$ cat config.mk
export PLATFORM = sky130hd
export DESIGN_NAME = sram_like_responder_flat
export DESIGN_NICKNAME = d
export VERILOG_FILES = /design/src/rtl/sram_like_pkg.sv /design/src/rtl/sram_like_responder_if.sv /design/src/rtl/req_fifo.sv /design/src/rtl/sram_like_responder.sv /design/src/flat_wrapper.sv
export SDC_FILE = /design/constraint.sdc
export NUM_CORES = 1
export LEC_CHECK = 0
export CAP_MARGIN = 0
export CORE_UTILIZATION = 45
export DETAILED_ROUTE_END_ITERATION = 16
export GPL_ROUTABILITY_DRIVEN = 0
export PLACE_DENSITY = 0.74
export SLEW_MARGIN = 25
export SYNTH_ARGS = -nofsm -noshare
export SYNTH_HDL_FRONTEND = slang
export SYNTH_SLANG_ARGS = --single-unit
$ cat constraint.sdc
create_clock -name clk -period 2.3 [get_ports clk]
set_input_delay 0.46 -clock clk [delete_from_list [all_inputs] [get_ports clk]]
set_output_delay 0.46 -clock clk [all_outputs]
set_load 0.01 [all_outputs]
$ cat src/rtl/sram_like_pkg.sv
// Shared types and constants for the SRAM-like request/response responder.
// Request entries are stored whole in the request FIFO and decoded by the service FSM.
package sram_like_pkg;

   localparam logic [1:0] SZ_BYTE = 2'd0;
   localparam logic [1:0] SZ_HALF = 2'd1;
   localparam logic [1:0] SZ_WORD = 2'd2;

   localparam int unsigned REQ_ENTRY_WD = 1 + 2 + 4 + 32 + 32;

   typedef enum logic [1:0] {
      RSP_IDLE,
      RSP_WAIT,
      RSP_ACCESS,
      RSP_RESP
   } rsp_state_e;

   typedef struct packed {
      logic        wr;
      logic [1:0]  size;
      logic [3:0]  wstrb;
      logic [31:0] addr;
      logic [31:0] wdata;
   } req_entry_t;

   // Size is carried with each request but never used to shape the access.
   function automatic logic size_is_legal(logic [1:0] sz);
      return (sz == SZ_BYTE) || (sz == SZ_HALF) || (sz == SZ_WORD);
   endfunction

   function automatic logic [3:0] ram_we_of(logic wr, logic [3:0] wstrb);
      return wr ? wstrb : 4'b0000;
   endfunction

endpackage

$ cat src/rtl/sram_like_responder_if.sv
// Request/response bundle between a pipeline-stage requester and the responder.
// The requester drives the request fields; the responder drives accept and response.
interface sram_like_responder_if;

   logic        req;
   logic        wr;
   logic [1:0]  size;
   logic [3:0]  wstrb;
   logic [31:0] addr;
   logic [31:0] wdata;
   logic        addr_ok;
   logic        data_ok;
   logic [31:0] rdata;

   modport master (
      output req,
      output wr,
      output size,
      output wstrb,
      output addr,
      output wdata,
      input  addr_ok,
      input  data_ok,
      input  rdata
   );

   modport slave (
      input  req,
      input  wr,
      input  size,
      input  wstrb,
      input  addr,
      input  wdata,
      output addr_ok,
      output data_ok,
      output rdata
   );

endinterface

$ cat src/rtl/req_fifo.sv
// In-order request queue. Push and pop are ignored when full/empty respectively;
// storage is unreset since only entries below count are ever observed.
module req_fifo
   import sram_like_pkg::*;
#(
   parameter int unsigned DEPTH = 4,
   parameter int unsigned WIDTH = REQ_ENTRY_WD
) (
   input  logic                   clk,
   input  logic                   resetn,
   input  logic                   push,
   input  logic [WIDTH-1:0]       wdata,
   input  logic                   pop,
   output logic [WIDTH-1:0]       rdata,
   output logic                   full,
   output logic                   empty,
   output logic [$clog2(DEPTH):0] count
);

   localparam int unsigned PtrW = $clog2(DEPTH);
   localparam logic [PtrW:0] CountFull = (PtrW + 1)'(DEPTH);

   logic [WIDTH-1:0] mem_q [DEPTH];
   logic [PtrW-1:0]  wptr_q;
   logic [PtrW-1:0]  rptr_q;
   logic [PtrW:0]    count_q;
   logic             push_ok;
   logic             pop_ok;

   assign full    = (count_q == CountFull);
   assign empty   = (count_q == '0);
   assign count   = count_q;
   assign rdata   = mem_q[rptr_q];
   assign push_ok = push && !full;
   assign pop_ok  = pop && !empty;

   // Power-of-two depth lets the pointers wrap by plain overflow.
   always_ff @(posedge clk or negedge resetn) begin
      if (!resetn) begin
         wptr_q  <= '0;
         rptr_q  <= '0;
         count_q <= '0;
      end else begin
         if (push_ok) begin
            wptr_q <= wptr_q + 1'b1;
         end
         if (pop_ok) begin
            rptr_q <= rptr_q + 1'b1;
         end
         unique case ({push_ok, pop_ok})
            2'b10:   count_q <= count_q + 1'b1;
            2'b01:   count_q <= count_q - 1'b1;
            default: count_q <= count_q;
         endcase
      end
   end

   always_ff @(posedge clk) begin
      if (push_ok) begin
         mem_q[wptr_q] <= wdata;
      end
   end

endmodule

$ cat src/rtl/sram_like_responder.sv
// Responder for the SRAM-like interface: queues up to DEPTH requests and serves them in
// order against an external 1-cycle synchronous RAM, one data_ok pulse per request.
module sram_like_responder
   import sram_like_pkg::*;
#(
   parameter int unsigned DEPTH  = 4,
   parameter int unsigned RAM_AW = 12
) (
   input  logic                  clk,
   input  logic                  resetn,
   sram_like_responder_if.slave  bus,
   input  logic [3:0]            delay_cfg,
   output logic                  ram_en,
   output logic [3:0]            ram_we,
   output logic [RAM_AW-1:0]     ram_addr,
   output logic [31:0]           ram_wdata,
   input  logic [31:0]           ram_rdata
);

   localparam int unsigned CntW = $clog2(DEPTH) + 1;

   rsp_state_e      state_q;
   rsp_state_e      state_d;
   logic [3:0]      cnt_q;
   logic [3:0]      cnt_d;
   logic            resp_wr_q;
   logic            resp_wr_d;

   req_entry_t      push_entry;
   req_entry_t      head;
   logic            push;
   logic            pop;
   logic            fifo_full;
   logic            fifo_empty;
   logic [CntW-1:0] fifo_count;
   logic            unused_head;

   // No bypass: a full queue refuses even when the head is popped this cycle.
   assign bus.addr_ok = resetn && !fifo_full;
   assign push        = bus.req && bus.addr_ok;

   always_comb begin
      push_entry       = '0;
      push_entry.wr    = bus.wr;
      push_entry.size  = bus.size;
      push_entry.wstrb = bus.wstrb;
      push_entry.addr  = bus.addr;
      push_entry.wdata = bus.wdata;
   end

   req_fifo #(
      .DEPTH (DEPTH),
      .WIDTH (REQ_ENTRY_WD)
   ) u_req_fifo (
      .clk    (clk),
      .resetn (resetn),
      .push   (push),
      .wdata  (push_entry),
      .pop    (pop),
      .rdata  (head),
      .full   (fifo_full),
      .empty  (fifo_empty),
      .count  (fifo_count)
   );

   always_ff @(posedge clk or negedge resetn) begin
      if (!resetn) begin
         state_q   <= RSP_IDLE;
         cnt_q     <= '0;
         resp_wr_q <= 1'b0;
      end else begin
         state_q   <= state_d;
         cnt_q     <= cnt_d;
         resp_wr_q <= resp_wr_d;
      end
   end

   always_comb begin
      state_d     = state_q;
      cnt_d       = cnt_q;
      resp_wr_d   = resp_wr_q;
      pop         = 1'b0;
      ram_en      = 1'b0;
      ram_we      = 4'b0000;
      ram_addr    = '0;
      ram_wdata   = '0;
      bus.data_ok = 1'b0;
      bus.rdata   = '0;

      unique case (state_q)
         RSP_IDLE: begin
            // delay_cfg is sampled only here, so later changes never affect this request.
            if (!fifo_empty) begin
               if (delay_cfg == 4'd0) begin
                  state_d = RSP_ACCESS;
               end else begin
                  cnt_d   = delay_cfg;
                  state_d = RSP_WAIT;
               end
            end
         end
         RSP_WAIT: begin
            cnt_d = cnt_q - 4'd1;
            if (cnt_q == 4'd1) begin
               state_d = RSP_ACCESS;
            end
         end
         RSP_ACCESS: begin
            ram_en    = 1'b1;
            ram_we    = ram_we_of(head.wr, head.wstrb);
            ram_addr  = head.addr[RAM_AW+1:2];
            ram_wdata = head.wdata;
            pop       = 1'b1;
            resp_wr_d = head.wr;
            state_d   = RSP_RESP;
         end
         RSP_RESP: begin
            bus.data_ok = 1'b1;
            bus.rdata   = resp_wr_q ? 32'h0 : ram_rdata;
            state_d     = RSP_IDLE;
         end
         default: begin
            state_d = RSP_IDLE;
         end
      endcase
   end

   assign unused_head = ^{head.size, head.addr[31:RAM_AW+2], head.addr[1:0],
                          size_is_legal(head.size)};

endmodule

$ cat src/flat_wrapper.sv
// flat-port wrapper written by rule: the top's interface ports become plain ports
module sram_like_responder_flat import sram_like_pkg::*;
#(
   parameter int unsigned DEPTH  = 4,
   parameter int unsigned RAM_AW = 12
)
  (clk, resetn, delay_cfg, ram_en, ram_we, ram_addr, ram_wdata, ram_rdata, bus_req, bus_wr, bus_size, bus_wstrb, bus_addr, bus_wdata, bus_addr_ok, bus_data_ok, bus_rdata);
  sram_like_responder_if bus_i ();
  input  logic clk;
  input  logic resetn;
  input  logic [3:0] delay_cfg;
  output logic ram_en;
  output logic [3:0] ram_we;
  output logic [RAM_AW-1:0] ram_addr;
  output logic [31:0] ram_wdata;
  input  logic [31:0] ram_rdata;
  input wire logic [$bits(bus_i.req)-1:0] bus_req;
  input wire logic [$bits(bus_i.wr)-1:0] bus_wr;
  input wire logic [$bits(bus_i.size)-1:0] bus_size;
  input wire logic [$bits(bus_i.wstrb)-1:0] bus_wstrb;
  input wire logic [$bits(bus_i.addr)-1:0] bus_addr;
  input wire logic [$bits(bus_i.wdata)-1:0] bus_wdata;
  output wire logic [$bits(bus_i.addr_ok)-1:0] bus_addr_ok;
  output wire logic [$bits(bus_i.data_ok)-1:0] bus_data_ok;
  output wire logic [$bits(bus_i.rdata)-1:0] bus_rdata;
  assign bus_i.req = bus_req;
  assign bus_i.wr = bus_wr;
  assign bus_i.size = bus_size;
  assign bus_i.wstrb = bus_wstrb;
  assign bus_i.addr = bus_addr;
  assign bus_i.wdata = bus_wdata;
  assign bus_addr_ok = bus_i.addr_ok;
  assign bus_data_ok = bus_i.data_ok;
  assign bus_rdata = bus_i.rdata;
  sram_like_responder #(.DEPTH(DEPTH), .RAM_AW(RAM_AW)) u_core (.clk(clk), .resetn(resetn), .bus(bus_i), .delay_cfg(delay_cfg), .ram_en(ram_en), .ram_we(ram_we), .ram_addr(ram_addr), .ram_wdata(ram_wdata), .ram_rdata(ram_rdata));
endmodule
==> results.md, run 1 <==
- Max Slew Vio Count: 0
- Tcrit/Tclk final: 112.8%
- Asr flop ratio synth: 6.667%
- Vias in the first global route: roughly 5,200
- Worst-path maximum fanout: 7
- Failing checks: negative setup slack
- Setup slack after layout: -0.2946 ns
- Ys flop type: edfxtp_1
- Post-DP HPWL: about 11,000 um
- Clock Pin Slew Worst Setup and Hold Paths: 0.06 ns
- Syn Inst Count: 438
- Storage cell area: 6241 um^2
- Die height: 139.5 um
- Total CTS buffers: 22
- Yosys top cell area share: 69.22%
- Vias post-DR: about 4,800
- EDFF count, synth: 196
- CP endpoint kind: output port
- Clock Latency Late Sink: 0.49 ns
- RSZ-0062 raised after global routing: yes
- Lkg Pwr: about 4.4 nW
- GRT Util Overall: 18.79%
- 1st-iter DRT viols: 234
- Crit path DAT: 2.13 ns
- Clock root buffer: clkbuf_16
- First-pass iteration count of the detailed router: 4
- Congestion Overflow GR: 0
- Multi-input logic area: 2292 um^2
- Synth-to-layout area growth: 39.36%
- Nets: 781
- Hold slack: 0.3890 ns
- Sequential area share after synthesis: between 70% and 80%
- Synthesis-stage register bit count: 210
- Core area: 18,270 um^2
- Final setup vio count: 48
- Maximum vdd drop: 0.7373 mV
- Yosys top cell by area: edfxtp_1
- Worst min path class: input pin to asynchronous set/reset pin
- Max cap viols: 0
- Largest net degree at the start of global routing: 36
- Post-synth cell types: 37
- First-pass GRT wire length: roughly 28,000 um
- Worst Tran Pin Value: 0.2901 ns
- Cts hold-fix bufs: 0
- Cell Rows: 49
- Yosys warns: 0
- Die ar.: 19,450 um^2
- Pre-CTS setup slack: -0.1734 ns
- CTS max path bufs: 3
- Antenna violations before repair: 0
- CTS tree: done
- DR DRC count: 0
- R2R depth: 9
- Worst clock skew: between 0.015 and 0.02 ns
- Fmax achieved: 385.4 MHz
- CTS H-Tree Depth: 1
- Port Buffers: 170
- Fillers: between 1,000 and 1,500
- Top cells by area, synth: edfxtp_1 69%, mux4_2 13%, and2_1 5.7%, dfrtp_1 4.1%, ha_1 1.6%
- Slew margin rel.: 80.53%
- DIE WIDTH: 139.5 um
- Sink Count: 210
- Mapped cell area: 8503 um^2
- Vias per inst: 5.343
- Status: finished with violations
- N_diodes: 0
- Number of hold violations in the final report: 0
- IO Count: 193
- Pwr Density: around 1100 nW/um^2
- WL/cell: 20.00 um
- ANT nets after route: 0
- Critical path launch point type: flip-flop
- Layout cells sized above 1: approximately 38%
- CP required: 1.84 ns
- Setup CP Type: flip-flop to output port
- Syn avg cell area: 19.41 um^2
- Initial Utilization: a little under half
- Minimum clock period: 2.595 ns
- Post-Route WL: 18,000 um
- Syn Nets: 560
==> layer usage <==
metal | track usage [%] | share of wire (%)
met1 | 22.15 | 39
met2 | 34.14 | 52
met3 | 5.299 | 7.9
met4 | 3.918 | 1.2
met5 | 0 | 0
==> layout by cell type, fill, tap and decap left out, drive strengths merged, types with 5 or more instances in the layout <==
master	n
and2	78
and3	8
buf	110
clkbuf	35
clkdlybuf4s50	87
dfrtp	14
dlygate4sd2	13
edfxtp	196
ha	11
inv	13
mux4	49
nor2	5
o21ai	6
==> timing repair <==
action                     4_1_cts  5_1_grt
resized for setup              358       38
setup endpoints to repair       82       75
buffers inserted                17        2
cloned                           3        1
pin swaps                       47        5
==> final timing paths <==
check                                            start                          end  slack, ns
max                        u_core.u_req_fifo.rptr_q[0]                 ram_wdata[1]      -0.29
min                                             resetn              u_core.cnt_q[2]       0.39
max reg2reg                          u_core.state_q[0]   u_core.u_req_fifo.count[2]       0.15
min reg2reg                 u_core.u_req_fifo.count[2]   u_core.u_req_fifo.count[2]       0.51
max in group asynchronous                       resetn  u_core.u_req_fifo.rptr_q[0]       1.72
min in group clk            u_core.u_req_fifo.count[2]   u_core.u_req_fifo.count[2]       0.51
==> logic make-up (layout without fill, tap and decap cells) <==
group / after synthesis / after routing / synth area share [%]
flip-flops: 210 / 210 / 73.34
buffers and inverters: 33 / 266 / 1.530
XOR/XNOR: 7 / 7 / 0.7210
AND/OR/NAND/NOR: 106 / 106 / 7.725
adder cells (fa/ha/maj): 12 / 12 / 1.854
multiplexers: 53 / 53 / 13.48
AO/OA/AOI/OAI: 17 / 17 / 1.354
==> stage by stage <==
step | util (%) | instances | instance area, um^2 | power, mW | TNS [ns]
after floorplan | - | 438 | 8508 | 7.350 | 0
after global placement | 59.03 | 842 | 10790 | 9.030 | -1.705
after detailed placement | 59.03 | 842 | 10790 | 9.154 | -2.097
after CTS | 64.36 | 898 | 11760 | 13.18 | -12.21
after global routing | 64.86 | 900 | 11850 | 13.83 | -12.87
final | 64.86 | 900 | 11850 | 13.17 | -9.863
==> critical path, cell delays in order (launching register included) <==
cell and delay (ns):
dfrtp_4 0.51, buf_12 0.16, buf_12 0.12, buf_12 0.13, mux4_2 0.43, and2_4 0.16, buf_6 0.12
==> cells in the mapped netlist, types with 2 or more instances <==
cell / count
a21o_1: 2
a21oi_1: 3
a41oi_1: 2
and2_1: 78
and3_1: 8
buf_2: 5
clkbuf_1: 15
dfrtp_1: 14
edfxtp_1: 196
ha_1: 11
inv_1: 11
inv_2: 2
mux2i_1: 2
mux4_2: 49
nand2_1: 3
nor2_1: 5
nor3b_1: 2
o21ai_1: 5
or3_1: 2
xnor2_1: 3
xor2_1: 4
==> sequential cells by signal, indices dropped and copies added (netlist names) <==
name	count
u_core.u_req_fifo.wptr_q	2
u_core.u_req_fifo.count	3
u_core.u_req_fifo.rptr_q	2
u_core.resp_wr_q	1
u_core.u_req_fifo.mem_q	196
u_core.state_q	2
u_core.cnt_q	4
==> where the power goes <==
part | total (mW) | switching (mW) | internal (mW) | leakage (nW)
clock network | 3.28 | 1.30 | 1.98 | 0.325
registers | 4.93 | 0.210 | 4.72 | 1.94
logic | 4.96 | 2.08 | 2.88 | 2.11
total | 13.2 | 3.59 | 9.58 | 4.38
==> area by class of cell <==
cell class	count	area share, %
Multi-Input combinational cell	195	19.34
Timing Repair Buffer	217	19.50
Clock buffer	31	5.279
Clock inverter	5	0.3801
Sequential cell	210	52.67
Inverter	13	0.4118
Tap cell	229	2.418
(Power assumes the default switching activity.)
==> run 2, diff against run 1 <==
- CORE_MARGIN: not set -> 4
==> results.md, run 2 (synthesized netlist as in run 1, its figures left out) <==
- First-pass iteration count of the detailed router: 4 (unchanged)
- Maximum vdd drop: 0.6846 mV (was 0.7373 mV)
- Sink Count: 210 (unchanged)
- Final setup vio count: 48 (unchanged)
- Worst Tran Pin Value: 0.2791 ns (was 0.2901 ns)
- Commonest non-fill, non-tap cells in the layout: 196 x edfxtp_1, 88 x clkdlybuf4s50_1, 62 x buf_6, 49 x mux4_2, 43 x and2_4 (was 196 x edfxtp_1, 87 x clkdlybuf4s50_1, 52 x buf_6, 49 x mux4_2, 45 x and2_4)
- Nets: 789 (was 781)
- Cts hold-fix bufs: 0 (unchanged)
- Pwr Density: 1110 nW/um^2 (was 1112 nW/um^2)
- IO Count: 193 (unchanged)
- Max Slew Vio Count: 0 (unchanged)
- Vias post-DR: 4,795 (was 4,809)
- RSZ-0062 raised after global routing: yes (unchanged)
- CTS tree: done (unchanged)
- Crit-path cells: buf_12 > buf_16 > buf_12 > mux4_2 > and2_4 > buf_6 (was buf_12 > buf_12 > buf_12 > mux4_2 > and2_4 > buf_6)
- Minimum clock period: 2.553 ns (was 2.595 ns)
- CP required: 1.84 ns (about the same)
- GRT Util Overall: 17.36% (was 18.79%)
- WL/cell: 20.26 um (was 20.00 um)
- Slowest-stage cell, CP: dfrtp_4 (unchanged)
- Clock root buffer: clkbuf_16 (unchanged)
- Most common cell after layout, fill and taps aside: edfxtp_1 (unchanged)
- Setup slack after layout: -0.2529 ns (was -0.2946 ns)
- Final core occ: 63.66% (was 64.86%)
- ANT nets after route: 0 (unchanged)
- Synth-to-layout area growth: 39.58% (was 39.36%)
- Core area: 18,640 um^2 (was 18,270 um^2)
- Antenna violations before repair: 0 (unchanged)
- Vias in the first global route: 5,231 (was 5,201)
- CTS max path bufs: 3 (unchanged)
- DR DRC count: 0 (unchanged)
- Port Buffers: 170 (unchanged)
- Post-DP HPWL: 11,640 um (was 11,030 um)
- CTS H-Tree Depth: 1 (unchanged)
- Status: finished with violations (unchanged)
- Post-Route WL: 18,460 um (was 18,000 um)
- Worst clock skew: 0.01360 ns (was 0.01640 ns)
- Largest net degree at the start of global routing: 33 (was 36)
- Fillers: 1,298 (was 1,255)
- CP bufs+invs: 4 (unchanged)
- First-pass GRT wire length: 29,420 um (was 28,010 um)
- Max reg flops: 196 (unchanged)
- Cell Rows: 50 (was 49)
- Total CTS buffers: 21 (was 22)
- Layout cells sized above 1: 40.03% (was 37.70%)
- 1st-iter DRT viols: 216 (was 234)
- Clock Latency Late Sink: 0.48 ns (was 0.49 ns)
- Setup TNS: -7.489 ns (was -9.863 ns)
- Clock Pin Slew Worst Setup and Hold Paths: 0.06 ns (about the same)
- Critical Path Most Common Cell: buf_12 (unchanged)
- Congestion Overflow GR: 0 (unchanged)
- Number of hold violations in the final report: 0 (unchanged)
- Max cap viols: 0 (unchanged)
- Failing checks: negative setup slack (unchanged)
- Fmax achieved: 391.7 MHz (was 385.4 MHz)
- Tcrit/Tclk final: 111.0% (was 112.8%)
- Worst min path class: input pin to asynchronous set/reset pin (unchanged)
- Die height: 145.5 um (was 139.5 um)
- Top delay family on crit path: buffers and inverters (unchanged)
- Slew margin rel.: 81.27% (was 80.53%)
- Lkg Pwr: 4.365 nW (was 4.377 nW)
- N_diodes: 0 (unchanged)
- DIE WIDTH: 145.5 um (was 139.5 um)
- CP endpoint kind: output port (unchanged)
- Setup CP Type: flip-flop to output port (unchanged)
- Crit-path max cell delay: 0.50 ns (was 0.51 ns)
- Crit path DAT: 2.09 ns (was 2.13 ns)
- Die ar.: 21,160 um^2 (was 19,450 um^2)
- Initial Utilization: 45.61% (was 46.54%)
- Critical path launch point type: flip-flop (unchanged)
- Worst-path maximum fanout: 5 (was 7)
- Biggest register: u_core.u_req_fifo.mem_q (unchanged)
- Vias per inst: 5.263 (was 5.343)
run 2: changes by cell type in the layout (fill, tap and decap cells not counted), sizes merged, moves of 2 or more:
cell | previous run | this run
buf | 110 | 113
bufinv | 1 | 3
clkbuf | 35 | 50
clkdlybuf4s15 | 3 | 0
dlygate4sd2 | 13 | 2
run 2: layout make-up:
cell class	instances	area (um^2)	area share, %
Sequential cell	210	6241	52.58
Timing Repair Buffer	226	2340	19.71
Multi-Input combinational cell	195	2297	19.35
Clock buffer	27	548.0	4.617
Tap cell	234	292.8	2.467
Clock inverter	6	101.3	0.8539
Inverter	13	48.80	0.4111
run 2: what timing repair did:
action,4_1_cts,5_1_grt
buffers inserted,18,7
resized for setup,339,94
endpoints found under the setup margin,82,80
cloned,4,1
pin swaps,48,10
run 2: metal layers:
metal / GRT usage, % / routed length, um / share of wire, %
met5: 0 / 0 / 0
met4: 2.659 / 136 / 0.74
met3: 4.858 / 1377 / 7.5
met2: 30.22 / 9334 / 51
met1: 22.46 / 7607 / 41
run 2: where the power goes:
group          internal (mW)  switching, mW
registers               4.72          0.224
clock network           2.00           1.27
logic                   2.88           2.09
run 2: per-stage QoR:
| step | hold WS, ns | power (mW) | setup slack [ns] | cell area (um^2) | instances |
|---|---|---|---|---|---|
| floorplan | 0.1644 | 7.350 | 0.2297 | 8508 | 438 |
| global placement | 0.4859 | 9.074 | -0.1861 | 10830 | 851 |
| detailed placement | 0.5037 | 9.199 | -0.1685 | 10830 | 851 |
| CTS | 0.3539 | 13.17 | -0.2746 | 11780 | 905 |
| global route | 0.3851 | 13.89 | -0.3024 | 11870 | 911 |
| finish | 0.3647 | 13.18 | -0.2529 | 11870 | 911 |
run 2: worst paths after layout:
check                                             from  cells past startpoint  slack (ns)                           to
hold / removal                                  resetn                      2        0.36              u_core.cnt_q[0]
max in group asynchronous                       resetn                      2        1.75  u_core.u_req_fifo.rptr_q[0]
hold reg to reg             u_core.u_req_fifo.count[0]                      1        0.53   u_core.u_req_fifo.count[0]
setup / recovery           u_core.u_req_fifo.rptr_q[0]                      6       -0.25                ram_wdata[13]
min in group clk            u_core.u_req_fifo.count[0]                      1        0.53   u_core.u_req_fifo.count[0]
setup reg to reg                     u_core.state_q[0]                      9        0.20   u_core.u_req_fifo.count[2]
